<file path="config.mk">
export PLATFORM = sky130hd
export DESIGN_NAME = multiplier_control
export DESIGN_NICKNAME = d
export VERILOG_FILES = /design/src/rtl/multiplier_pkg.sv /design/src/rtl/multiplier_control.sv
export SDC_FILE = /design/constraint.sdc
export NUM_CORES = 1
export LEC_CHECK = 0
export BUFFER_PORTS_ARGS = -buffer_cell sky130_fd_sc_hd__buf_2
export CAP_MARGIN = 20
export CELL_PAD_IN_SITES_DETAIL_PLACEMENT = 1
export CELL_PAD_IN_SITES_GLOBAL_PLACEMENT = 1
export CORE_AREA = 2 2 39 41
export CTS_CLUSTER_DIAMETER = 40
export DETAILED_ROUTE_END_ITERATION = 8
export DIE_AREA = 0 0 41 43
export PLACE_DENSITY_LB_ADDON = 0.1
export SLEW_MARGIN = 20
export SYNTH_ARGS = -nofsm -noshare
export SYNTH_HDL_FRONTEND = slang
export SYNTH_SLANG_ARGS = --single-unit
</file>
<file path="constraint.sdc">
create_clock -name Clk -period 1.7 [get_ports Clk]
set_input_delay 0.34 -clock Clk [delete_from_list [all_inputs] [get_ports Clk]]
set_output_delay 0.34 -clock Clk [all_outputs]
set_load 0.02 [all_outputs]
</file>
<file path="src/rtl/multiplier_pkg.sv">
// multiplier_pkg: shared state encoding and default operand width for the
// shift-add multiplier controller.
package multiplier_pkg;

    localparam int MULT_WIDTH = 8;

    typedef enum logic [2:0] {
        IDLE,
        CLRA,
        ADD,
        SHIFT,
        HOLD
    } state_t;

endpackage

</file>
<file path="src/rtl/multiplier_control.sv">
// multiplier_control: sequences one add/shift pair per multiplier bit,
// subtracting on the sign bit so A:B ends up holding the signed product.
module multiplier_control
    import multiplier_pkg::*;
#(
    parameter int WIDTH = MULT_WIDTH
) (
    input  logic Clk,
    input  logic reset_n,
    input  logic Run,
    input  logic ClearA_LoadB,
    input  logic M,
    output logic clr_A,
    output logic ld_B,
    output logic ld_A,
    output logic fn,
    output logic shift_en,
    output logic done
);

    localparam int CW = WIDTH > 1 ? $clog2(WIDTH) : 1;
    localparam logic [CW-1:0] LAST = CW'(WIDTH - 1);

    state_t state, state_nx;
    logic [CW-1:0] cnt, cnt_nx;
    logic last;

    always_ff @(posedge Clk or negedge reset_n) begin
        if (!reset_n) begin
            state <= IDLE;
            cnt   <= '0;
        end else begin
            state <= state_nx;
            cnt   <= cnt_nx;
        end
    end

    // Undefined encodings fall back to IDLE via the final branch.
    always_comb begin
        last     = cnt == LAST;
        state_nx = state == IDLE  ? (Run ? CLRA : IDLE) :
                   state == CLRA  ? ADD :
                   state == ADD   ? SHIFT :
                   state == SHIFT ? (last ? HOLD : ADD) :
                   (state == HOLD && Run) ? HOLD : IDLE;
        cnt_nx   = state == CLRA ? '0 :
                   (state == SHIFT && !last) ? cnt + 1'b1 : cnt;
        clr_A    = state == CLRA || (state == IDLE && ClearA_LoadB);
        ld_B     = state == IDLE && ClearA_LoadB;
        ld_A     = state == ADD && M;
        fn       = state == ADD && last;
        shift_en = state == SHIFT;
        done     = state == HOLD;
    end

endmodule

</file>
==> flow_metrics.tcl <==
set metrics [dict create \
    place_congestion 0.706 \
    fmax_ghz 0.610 \
    grt_setup_unrepaired "false" \
    status "complete, no violations" \
    antenna_found_initial 0 \
    async_flop_share_pct 100 \
    ys_types 20 \
    relSlewSlack_pct 82.6 \
    slew_violations 0 \
    grt_pass1_wl_mm 1.34 \
    path_max_fanout 5 \
    syn_avg_cell_area_sq_um 10.2 \
    crit_type "flip-flop to primary output" \
    grt_usage_pct 11.9 \
    synth-seq-cells 6 \
    synth_edf_count 0 \
    hold_violations 0 \
    netlist_top_cells_count "6 x dfrtp_1, 3 x o21ai_0, 3 x o21ai_1" \
    cts-buffers-inserted 3 \
    worst_slack_ns 0.0597 \
    dieArea_sq_um 1760 \
    yosysTopAreaCell "dfrtp_1" \
    cp-start-kind "flip-flop" \
    initial_core_util_pct 25.8 \
    grt_pass1_vias 325 \
    yosysSeqAreaShare_pct 42.1 \
    routed_via_density 4.86 \
    grt_start_max_net_pins 12 \
    cts_sinks 6 \
    die_height_um 43 \
    yosysMostFrequentCell "dfrtp_1" \
    cap_violations 0 \
    drc_errors 0 \
    synth_area_leaders "dfrtp_1 42%, ha_1 7.0%, and3b_1 4.9%, o21ai_0 4.2%, o21ai_1 4.2%" \
    die_width_um 41 \
    cts_tree "yes" \
    p_per_area_nw_per_um2 1810 \
    final_layout_size_suffix_gt1_share_pct 44.9 \
    io_pins 11 \
    cts.reportedPaths.clkPinSlew_ns 0.05 \
    htreeDepth 1 \
    placed_cell_area_sq_um 418 \
    clockBufferDepth 2 \
    nets 58 \
    clkLatencyLatePin_ns 0.25 \
    hold_path.class "primary input to flip-flop" \
    crit_arrival_ns 1.30 \
    diodes 0 \
    endpoint_kind "primary output" \
    core_sq_um 1380 \
    fill_cells 172 \
    ant_nets 0 \
    ir_drop_v 0.000497 \
    cp.required_ns 1.36 \
    synth_area_sq_um 357 \
    portBuffers 10 \
    first_pass_iters 2 \
    synth_top_area_share_pct 42.1 \
    place_ws_ns 0.221 \
    clk_root_buffer_cell "clkbuf_4" \
    period_minus_slack_ns 1.64 \
    final_util_pct 34.6 \
    drt_wl_total_um 872 \
    num_vias 316 \
    setup_violations 0 \
    stdcell_area_sq_um 479 \
    ys.flop_type "dfrtp_1" \
    leakage_uw 0.000222 \
    ys_warn_count 0 \
    fin_skew_ns 0.00544 \
    routedWlPerCell_um 13.4 \
    syn2layout_area_growth_pct 34.4 \
    synth_fp_nets 42 \
    post-route-period-util_pct 96.5 \
    gr-total-overflow 0 \
    fin_setup_tns_ns 0 \
    drtIter0Drc 2 \
    rows 14 \
    netlist_instances 35 \
    tightest_slew_ns 0.257 \
    hpwl_um 664 \
]
per-layer routing:
layer / vias to the layer above / wire length, um / share of wire, % / track usage [%]
met3: 2 / 73 / 8.4 / 4.71
li1: 152 / - / - / -
met1: 149 / 339 / 39 / 11.8
met4: 0 / 13 / 1.5 / 6.00
met5: - / 0 / 0 / 0
met2: 13 / 447 / 51 / 20.0
final cells by class:
cell class / count / area (sq um) / area share, %
well taps: 16 / 20.0 / 4.18
clock buffers: 3 / 22.5 / 4.70
flip-flops and latches: 6 / 151 / 31.6
repair buffers: 13 / 77.6 / 16.2
multi-input cells: 27 / 208 / 43.3
worst paths after layout:
kind	from	endpoint	slack [ns]	cells after the start
worst max-delay path	cnt[0]$_DFFE_PN0P_	fn	0.06	4
worst min-delay path	Run	state[2]$_DFF_PN0_	0.35	2
worst max register to register	cnt[0]$_DFFE_PN0P_	cnt[0]$_DFFE_PN0P_	0.35	5
worst min register to register	cnt[1]$_DFFE_PN0P_	cnt[1]$_DFFE_PN0P_	0.53	2
max in group asynchronous	reset_n	state[0]$_DFF_PN0_	1.09	2
min in group asynchronous	reset_n	cnt[2]$_DFFE_PN0P_	0.44	2
power by group:
group          switching (uW)  leakage, uW  internal [uW]
Sequential               86.1    0.0000711            208
Clock                    53.5    0.0000138           80.0
Combinational             224     0.000137            217
Total                     364     0.000222            505
flip-flops by register name, summed over array words and instances (netlist names):
register,cells
cnt,3
state,3
metrics by stage:
stage	power, uW	cells	hold WS (ns)
2_1_floorplan	592	35	0.0444
3_3_place_gp	670	60	0.173
3_5_place_dp	694	60	0.177
4_1_cts	861	65	0.344
5_1_grt	949	65	0.342
6_report	869	65	0.352
repair_timing:
action | CTS | global route
endpoints found under the setup margin | 1 | 3
setup buffers | 1 | 0
gates resized for setup | 1 | 5
endpoints found under the hold margin | 6 | 0
hold buffers | 1 | 0
cells by family after synthesis:
| family | count (synthesis) | synth area share (%) |
|---|---|---|
| buffers and inverters | 2 | 4.56 |
| DFF | 6 | 42.1 |
| AOI/OAI and AO/OA | 9 | 15.1 |
| adders and majority gates | 2 | 7.02 |
| and+or+nand+nor | 16 | 31.2 |
critical path: stages, from the launching register on:
cell and delay, ns:
dfrtp_1 0.38, ha_2 0.20, ha_4 0.17, and3b_1 0.16
buf_4 0.15
layout by cell type (no fill, tap or decap), drive strengths merged, types with 2 or more instances in the layout:
master	count
buf	12
dfrtp	6
o21ai	6
clkbuf	3
and2	2
nor2	2
nor3	2
and3b	2
nand2	2
nand2b	2
ha	2
Note: power is estimated with default switching activity, not from simulation.
